`src/rtl/afifo_word_packer.sv`:
```
// -----------------------------------------------------------------------------
// afifo_word_packer
//
// Read-side consumer of the JTAG asynchronous FIFO. Lives entirely in the FIFO
// read-clock domain. Bytes are popped from a first-word-fall-through FIFO read
// port and packed little-endian into WORD_BYTES-wide words, which are handed
// downstream on a valid/ready handshake. A partially filled word is pushed out
// either on an explicit flush or after TIMEOUT idle cycles, so a short JTAG
// transfer never sits stranded in the assembly register.
//
// Ports:
//   CLK          in   read-domain clock (FIFO rclk)
//   nRST         in   asynchronous active-low reset (FIFO r_nrst)
//   fifo_rdata   in   FIFO head byte, valid while fifo_empty is low
//   fifo_empty   in   FIFO empty flag
//   fifo_rinc    out  pop strobe, one byte consumed per high cycle
//   flush        in   force out the current partial word
//   word_data    out  packed word, byte k at [k*DATA_WIDTH +: DATA_WIDTH]
//   word_nbytes  out  number of valid bytes in word_data (1..WORD_BYTES)
//   word_valid   out  word_data / word_nbytes are valid
//   word_ready   in   downstream accepts the word
// -----------------------------------------------------------------------------
module afifo_word_packer #(
    parameter int DATA_WIDTH = 8,
    parameter int WORD_BYTES = 4,
    parameter int TIMEOUT    = 16
) (
    input  logic                                CLK,
    input  logic                                nRST,
    input  logic [DATA_WIDTH-1:0]               fifo_rdata,
    input  logic                                fifo_empty,
    output logic                                fifo_rinc,
    input  logic                                flush,
    output logic [DATA_WIDTH*WORD_BYTES-1:0]    word_data,
    output logic [$clog2(WORD_BYTES+1)-1:0]     word_nbytes,
    output logic                                word_valid,
    input  logic                                word_ready
);

    localparam int CNT_W  = $clog2(WORD_BYTES + 1);
    localparam int IDLE_W = $clog2(TIMEOUT + 1);
    localparam int WORD_W = DATA_WIDTH * WORD_BYTES;

    localparam logic [CNT_W-1:0]  LAST_LANE = CNT_W'(WORD_BYTES - 1);
    localparam logic [IDLE_W-1:0] IDLE_MAX  = IDLE_W'(TIMEOUT);

    typedef enum logic {
        S_FILL = 1'b0,
        S_OUT  = 1'b1
    } state_t;

    state_t              state_q, state_d;
    logic [CNT_W-1:0]    byte_cnt_q, byte_cnt_d;
    logic [IDLE_W-1:0]   idle_q, idle_d;
    logic [WORD_W-1:0]   asm_q, asm_d;
    logic [CNT_W-1:0]    nbytes_q, nbytes_d;

    // Shared decode used by both the FSM and the datapath.
    logic pop_w;        // a byte is consumed this cycle
    logic partial_w;    // assembly register holds at least one byte
    logic timeout_w;    // idle counter has expired on a partial word
    logic last_lane_w;  // the pop (if any) lands in the top lane
    logic handshake_w;  // downstream takes the presented word

    // Flush gates the pop, so a flush can never race a completing byte.
    assign pop_w       = (state_q == S_FILL) && !fifo_empty && !flush;
    assign partial_w   = (byte_cnt_q != '0);
    assign timeout_w   = partial_w && (idle_q == IDLE_MAX);
    assign last_lane_w = (byte_cnt_q == LAST_LANE);
    assign handshake_w = (state_q == S_OUT) && word_ready;

    // -------------------------------------------------------------------------
    // FSM: state register
    // -------------------------------------------------------------------------
    always_ff @(posedge CLK or negedge nRST) begin
        if (!nRST) begin
            state_q <= S_FILL;
        end else begin
            state_q <= state_d;
        end
    end

    // -------------------------------------------------------------------------
    // FSM: next-state logic
    // -------------------------------------------------------------------------
    always_comb begin
        state_d = state_q;
        case (state_q)
            S_FILL: begin
                if (pop_w) begin
                    // A late byte arriving on the expiry cycle is folded into
                    // the outgoing word instead of being dropped.
                    if (last_lane_w || timeout_w) begin
                        state_d = S_OUT;
                    end
                end else if (partial_w && (flush || timeout_w)) begin
                    state_d = S_OUT;
                end
            end
            S_OUT: begin
                if (word_ready) begin
                    state_d = S_FILL;
                end
            end
            default: state_d = S_FILL;
        endcase
    end

    // -------------------------------------------------------------------------
    // FSM: outputs
    // -------------------------------------------------------------------------
    always_comb begin
        // Held low during reset so the FIFO is never popped while the
        // packer is discarding state, even if the FIFO still holds data.
        fifo_rinc  = nRST && pop_w;
        word_valid = (state_q == S_OUT);
    end

    // -------------------------------------------------------------------------
    // Datapath: assembly register, byte counter, idle counter, byte count
    // -------------------------------------------------------------------------
    always_comb begin
        asm_d      = asm_q;
        byte_cnt_d = byte_cnt_q;
        idle_d     = idle_q;
        nbytes_d   = nbytes_q;

        if (state_q == S_FILL) begin
            if (pop_w) begin
                for (int k = 0; k < WORD_BYTES; k++) begin
                    if (byte_cnt_q == CNT_W'(k)) begin
                        asm_d[k*DATA_WIDTH +: DATA_WIDTH] = fifo_rdata;
                    end
                end
                byte_cnt_d = byte_cnt_q + CNT_W'(1);
                idle_d     = '0;
                if (last_lane_w || timeout_w) begin
                    nbytes_d = byte_cnt_q + CNT_W'(1);
                end
            end else if (!partial_w) begin
                // Nothing to time out on an empty word.
                idle_d = '0;
            end else begin
                if (flush || timeout_w) begin
                    nbytes_d = byte_cnt_q;
                end
                // Saturate; the word leaves FILL at expiry anyway.
                if (idle_q != IDLE_MAX) begin
                    idle_d = idle_q + IDLE_W'(1);
                end
            end
        end else if (handshake_w) begin
            // Clearing every lane here is what keeps unfilled lanes of the
            // next short word reading as zero.
            asm_d      = '0;
            byte_cnt_d = '0;
            idle_d     = '0;
            nbytes_d   = '0;
        end
    end

    always_ff @(posedge CLK or negedge nRST) begin
        if (!nRST) begin
            asm_q      <= '0;
            byte_cnt_q <= '0;
            idle_q     <= '0;
            nbytes_q   <= '0;
        end else begin
            asm_q      <= asm_d;
            byte_cnt_q <= byte_cnt_d;
            idle_q     <= idle_d;
            nbytes_q   <= nbytes_d;
        end
    end

    // The assembly register is only ever observed downstream while in OUT,
    // where its contents are frozen until the handshake.
    assign word_data   = asm_q;
    assign word_nbytes = nbytes_q;

endmodule
```
`config.mk`:
```
export PLATFORM = sky130hd
export DESIGN_NAME = afifo_word_packer
export DESIGN_NICKNAME = d
export VERILOG_FILES = /design/src/rtl/afifo_word_packer.sv
export SDC_FILE = /design/constraint.sdc
export NUM_CORES = 1
export LEC_CHECK = 0
export ABC_AREA = 1
export BUFFER_PORTS_ARGS = -buffer_cell sky130_fd_sc_hd__buf_2
export CAP_MARGIN = 20
export CORE_MARGIN = 1.5
export CORE_UTILIZATION = 32
export DETAILED_ROUTE_END_ITERATION = 7
export PLACE_DENSITY = 0.59
export SLEW_MARGIN = 20
export SYNTH_ARGS = -nofsm -noshare
export SYNTH_HDL_FRONTEND = slang
export SYNTH_SLANG_ARGS = --single-unit
```
`constraint.sdc`:
```
create_clock -name CLK -period 1.65 [get_ports CLK]
set_input_delay 0.165 -clock CLK [delete_from_list [all_inputs] [get_ports CLK]]
set_output_delay 0.165 -clock CLK [all_outputs]
set_load 0.005 [all_outputs]
```
== Word-level counts from Yosys, hierarchy flattened ==
Cells that the tools add are included.

* Register bits: 44
* Bits in latches: 0
* RAM bits: 0
* Memory bits (read-only): 0
* Output and inout bits: 37
* Logic and storage cells: 70
* Memories kept: 0

* Add/sub/neg operators: 2
* Multipliers: 0
* Div/mod/pow operators: 0
* Order comparisons: 0
* Equal/unequal tests: 8
* Shift operators: 0
* Mux-type cells: 25
* Bitwise operators: 1
* Reductions and logical operators: 26

{| class="wikitable"
|+ Operator list
! operator !! count
|-
| $mux W32 || 3
|-
| $mux W8 || 4
|-
| $mux W5 || 5
|-
| $mux W3 || 8
|-
| $reduce_and A3 Y1 || 4
|-
| $reduce_bool A2 Y1 || 5
|-
| $reduce_bool A3 Y1 || 3
|-
| $eq A3 B2 Y1 const B || 2
|-
| $logic_and A1 B1 Y1 || 6
|-
| $add A5 B1 Y5 const B || 1
|-
| $eq A5 B5 Y1 const B || 1
|-
| $ne A5 B5 Y1 const B || 1
|-
| $mux W1 || 4
|-
| $ne A4 B3 Y1 const B || 1
|-
| $reduce_and A2 Y1 || 2
|-
| $reduce_and A4 Y1 || 1
|-
| $add A3 B1 Y3 const B || 1
|-
| $eq A3 B1 Y1 const B || 1
|-
| $logic_not A3 Y1 || 1
|-
| $ne A3 B2 Y1 const B || 1
|-
| $logic_not A1 Y1 || 2
|-
| $logic_or A1 B1 Y1 || 2
|-
| $ne A2 B1 Y1 const B || 1
|-
| $pmux W1 S2 || 1
|-
| $not A1 Y1 || 1
|}

== Logic depth before layout (Yosys ltp) ==
* Depth in word-level cells: 7
* Depth in mapped cells: 10
* Depth with buffers taken out: 10

== Least setup slack after synthesis ==
OpenSTA, ideal clock, no wires.

* Path type: register to register
* Start: reg byte_cnt_q[0]
* End: reg nbytes_q[0] (netlist: word_nbytes[0])
* Library setup time: 0.118 ns
* Arrival time: 1.284 ns
* Data required time: 1.532 ns
* Path slack: 0.249 ns
* Cell stages (with the launch flop): 9
* Clock period less this slack: 1.401 ns
* Cell sequence: dfrtp_1 inv_1 ha_1 nand2_1 nand3_1 nand3_1 nand3_1 nand2_1 nand2_1

* Cells in the longest elaborated chain, start to end: 5
* Elaborated cells on any way between the ends: 15
* Those cells by class: add/sub (1); eq/ne (2); mux (5); reduce/logical (7)

{| class="wikitable"
|+ RTL lines
! what !! line !! text
|-
| start, declared || 53 || <nowiki>logic [CNT_W-1:0] byte_cnt_q, byte_cnt_d;</nowiki>
|-
| start signal, assigned || 170 || <nowiki>byte_cnt_q <= byte_cnt_d;</nowiki>
|-
| parallel branches: the longest is 5 deep, another holds $add A3 B1 Y3 || -- ||
|-
| end signal, assigned || 172 || <nowiki>nbytes_q <= nbytes_d;</nowiki>
|-
| end, declared || 56 || <nowiki>logic [CNT_W-1:0] nbytes_q, nbytes_d;</nowiki>
|}

Several ways; the timed one is not identified. The select of a mux whose other input is x is not followed.
A chain may end at the register's enable or synchronous reset.

== Worst setup path in the final report ==
* Start: reg state_q (netlist: word_valid)
* End: out fifo_rinc

* Cells in the longest elaborated chain, start to end: 4

{| class="wikitable"
|+ RTL lines
! what !! line !! text
|-
| start, declared || 52 || <nowiki>state_t state_q, state_d;</nowiki>
|-
| start signal, assigned || 79 || <nowiki>state_q <= state_d;</nowiki>
|-
| $not A1 Y1 || -- ||
|-
| $logic_and A1 B1 Y1 (2 in a row) || 66 || <nowiki>assign pop_w = (state_q == S_FILL) && !fifo_empty && !flush;</nowiki>
|-
| $logic_and A1 B1 Y1 || 115 || <nowiki>fifo_rinc = nRST && pop_w;</nowiki>
|-
| end, declared || 32 || <nowiki>output logic fifo_rinc,</nowiki>
|}

No other way between the ends.

==> results.tsv <==
stage	metric	value	unit
timing	period utilization	0.9334	
final_layout	Fillers	647	
timing	Setup WS post-layout	0.1099	ns
clocking	CTS tree	yes	
placement	DPL Wire Length	3.462	mm
setup_path	worst-path cell chain	nor2_2 > nand2_2 > nor2_1 > buf_2	
final_layout	Final Util	0.4091	
placement	placer congestion estimate	0.8432	
flow_run	Max Cap Violations	0	
timing	final hold slack	0.1156	ns
drt	Routed wire per std cell	12.51	um
placement	Inst Count DP	364	
setup_path	CP Capture Type	output pin	
synthesis	Synth warnings	0	
synthesis	Avg Inst Size Synth	8.748	um2
drt	DR iter-0 viols	62	
setup_path	Worst Setup Path Type	reg2out	
clocking	Clock Pin Slew Worst Setup and Hold Paths	0.09	ns
clocking	clock buffer count from CTS	5	
floorplan	Row Count	29	
floorplan	Die Ht	84	um
final_layout	P&R area growth vs syn	23.72	%
timing	Worst Skew	0.002181	ns
synthesis	Area contributors post-synth	dfrtp_1 52%, nand2_1 12%, o21ai_0 7.2%	
grt	gr usage total	0.1397	
setup_path	Max FO, Critical Path	11	
timing	Final Critical Period	1.540	ns
placement	Buffers on Ports	49	
setup_path	Bufs and invs on worst path	1	
placement	Place WS	0.06361	ns
floorplan	Ports	50	
setup_path	Worst EP arrival	1.38	ns
synthesis	Yosys reg bits	44	
clocking	H-Tree Depth	2	
drt	Post-Route WL	4.690	mm
timing	worst slew pin tran	0.5580	ns
timing	worst relative slew slack	0.6280	
synthesis	syn nets	260	
setup_path	CP required	1.48	ns
grt	met3 Usage GRT	0.05341	
setup_path	slowest stage delay, CP	0.42	ns
timing	achievable frequency	0.6493	GHz
power	Worst VDD drop	0.7912	mV
final_layout	fin nets	317	
synthesis	Post-Syn Area	2100	um2
timing	endpoints failing setup	0	
clocking	CTS Sinks	44	
grt	routing usage on met1	0.1864	
status	outcome	complete, no violations	
drt	via count	1732	
synthesis	Synth cell types	24	
final_layout	area of the multi-input gates	852.1	um2
grt	initial antenna violation count	0	
timing	final slew viol count	0	
timing	Final Hold Viols	0	
synthesis	area leader, netlist	dfrtp_1	
grt	first-pass GRT wire length	7.817	mm
drt	DRT antenna net count	0	
setup_path	Top Family by Delay on Critical Path	simple AND/OR/NAND/NOR gates	
placement	dpl cell area	2432	um2
min_path	Hold Crit Class	in2reg	
final_layout	post-route insts no fill	375	
drt	via/cell ratio	4.619	
power	pwr dens	1730	nW/um2
synthesis	Synth Instances	240	
floorplan	core area	6350	um2
floorplan	Initial Utilization	0.3306	
grt	GR peak layer	met2	
final_layout	share of cells above drive strength 1	0.2752	
grt	largest net degree at the start of global routing	45	
final_layout	register area	1101	um2
clocking	Clk Latency, worst-skew pair	0.30	ns
grt	vias in the first global route	1586	
final_layout	Finished Cell Area	2597	um2
floorplan	area of the die	7056	um2
setup_path	Worst Setup Start Kind	register	
drt	Initial DRT Pass Iterations	4	
setup_path	Critical Path Slowest Stage Cell	dfrtp_1	
synthesis	post-synth top area share	0.5244	
drt	# DRC	0	
clocking	CTS root buffer	clkbuf_8	
grt	GRT overflow	0	
final_layout	ant diodes	0	
grt	met2 Track Usage GR	0.2119	
power	Leak	0.001397	uW
synthesis	post-synthesis sequential area ratio	0.5244	
floorplan	Horiz. Die Dim	84	um
clocking	clk buf depth	2	
path summary, 6_finish.rpt:
check,cells after the start,slack (ns),startpoint,end
worst max-delay path,4,0.11,word_valid$_DFF_PN0_,fifo_rinc
worst min-delay path,3,0.12,fifo_rdata[5],word_data[21]$_DFFE_PN0P_
worst max register to register,7,0.18,byte_cnt_q[0]$_DFFE_PN0P_,word_nbytes[0]$_DFFE_PN0P_
worst min register to register,2,0.49,word_data[12]$_DFFE_PN0P_,word_data[12]$_DFFE_PN0P_
max in group asynchronous,3,0.78,nRST,word_data[24]$_DFFE_PN0P_
min in group asynchronous,3,0.49,nRST,word_valid$_DFF_PN0_
cells in the final DEF (no fill, tap or decap), types with 3 or more instances in the layout:
master    count
o21ai_2       3
buf_12        3
nor2_1       10
buf_4         4
buf_2        49
nand2_2       6
inv_1        27
nand3_2       3
o21ai_1       6
nand3_1      21
o21ai_0      30
clkbuf_8      6
dfrtp_1      44
nand2_1      64
ha_1          7
cell families after synthesis:
kind of cell	Yosys count	synth area share
and+or+nand+nor	109	0.2229
xor gates and xnor gates	1	0.004172
buffers and inverters	35	0.07807
AOI/OAI and AO/OA	44	0.1287
adders and majority gates	7	0.04171
DFF	44	0.5244
synth_stat cells:
| library cell | n |
|---|---|
| nand2_1 | 65 |
| dfrtp_1 | 44 |
| o21ai_0 | 30 |
| inv_1 | 27 |
| nand3_1 | 24 |
| nor2_1 | 10 |
| ha_1 | 7 |
| o21ai_1 | 6 |
| nand2_2 | 5 |
| buf_6 | 4 |
| o21ai_2 | 3 |
| a21oi_4 | 2 |
| buf_2 | 2 |
| a21boi_1 | 1 |
| buf_1 | 1 |
| inv_2 | 1 |
| nand4_1 | 1 |
| nor2_2 | 1 |
| nor2_4 | 1 |
| nor3_1 | 1 |
| o21a_1 | 1 |
| o21ai_4 | 1 |
| or2_1 | 1 |
| xor2_1 | 1 |
worst register-to-register path: stages, from the launching register on:
cell and delay [ns]:
dfrtp_1 0.40, inv_1 0.09, ha_1 0.22, nand2_2 0.12, nand3_2 0.15, a21boi_1 0.25
nand3_1 0.11, nand2_1 0.08
state kept, by name, summed over array words and instances (netlist names):
signal       count
byte_cnt_q       3
word_data       32
word_nbytes      3
idle_q           5
word_valid       1
where the power goes:
group,leakage [uW],switching [uW],total [uW],internal [uW]
combinational,0.000787,1150,1980,835
sequential,0.000567,267,1790,1520
clock,0.0000434,382,722,339
routing by layer:
layer	part of all wire	wire length, um
met5	0	0
met4	0.0077	36
met3	0.067	315
met2	0.46	2164
met1	0.46	2174
cell type report:
class                           count  area share
Inverter                           28     0.04046
Multi-Input combinational cell    161      0.3280
Tap cell                           77     0.03709
Clock buffer                        6     0.03179
Sequential cell                    44      0.4239
Clock inverter                      2    0.005780
Timing Repair Buffer               57      0.1329
stage by stage:
stage | total power, uW | TNS (ns)
global route | 4922 | -0.006897
CTS | 4468 | 0
floorplan | 2974 | 0
global placement | 3664 | 0
detailed placement | 3718 | 0
finish | 4495 | 0
timing repair:
item,in CTS,in global routing
hold buffers,1,0
setup buffers,0,2
setup endpoints to repair,0,21
gates resized for setup,0,4
endpoints found under the hold margin,44,0
(Power assumes the default switching activity.)
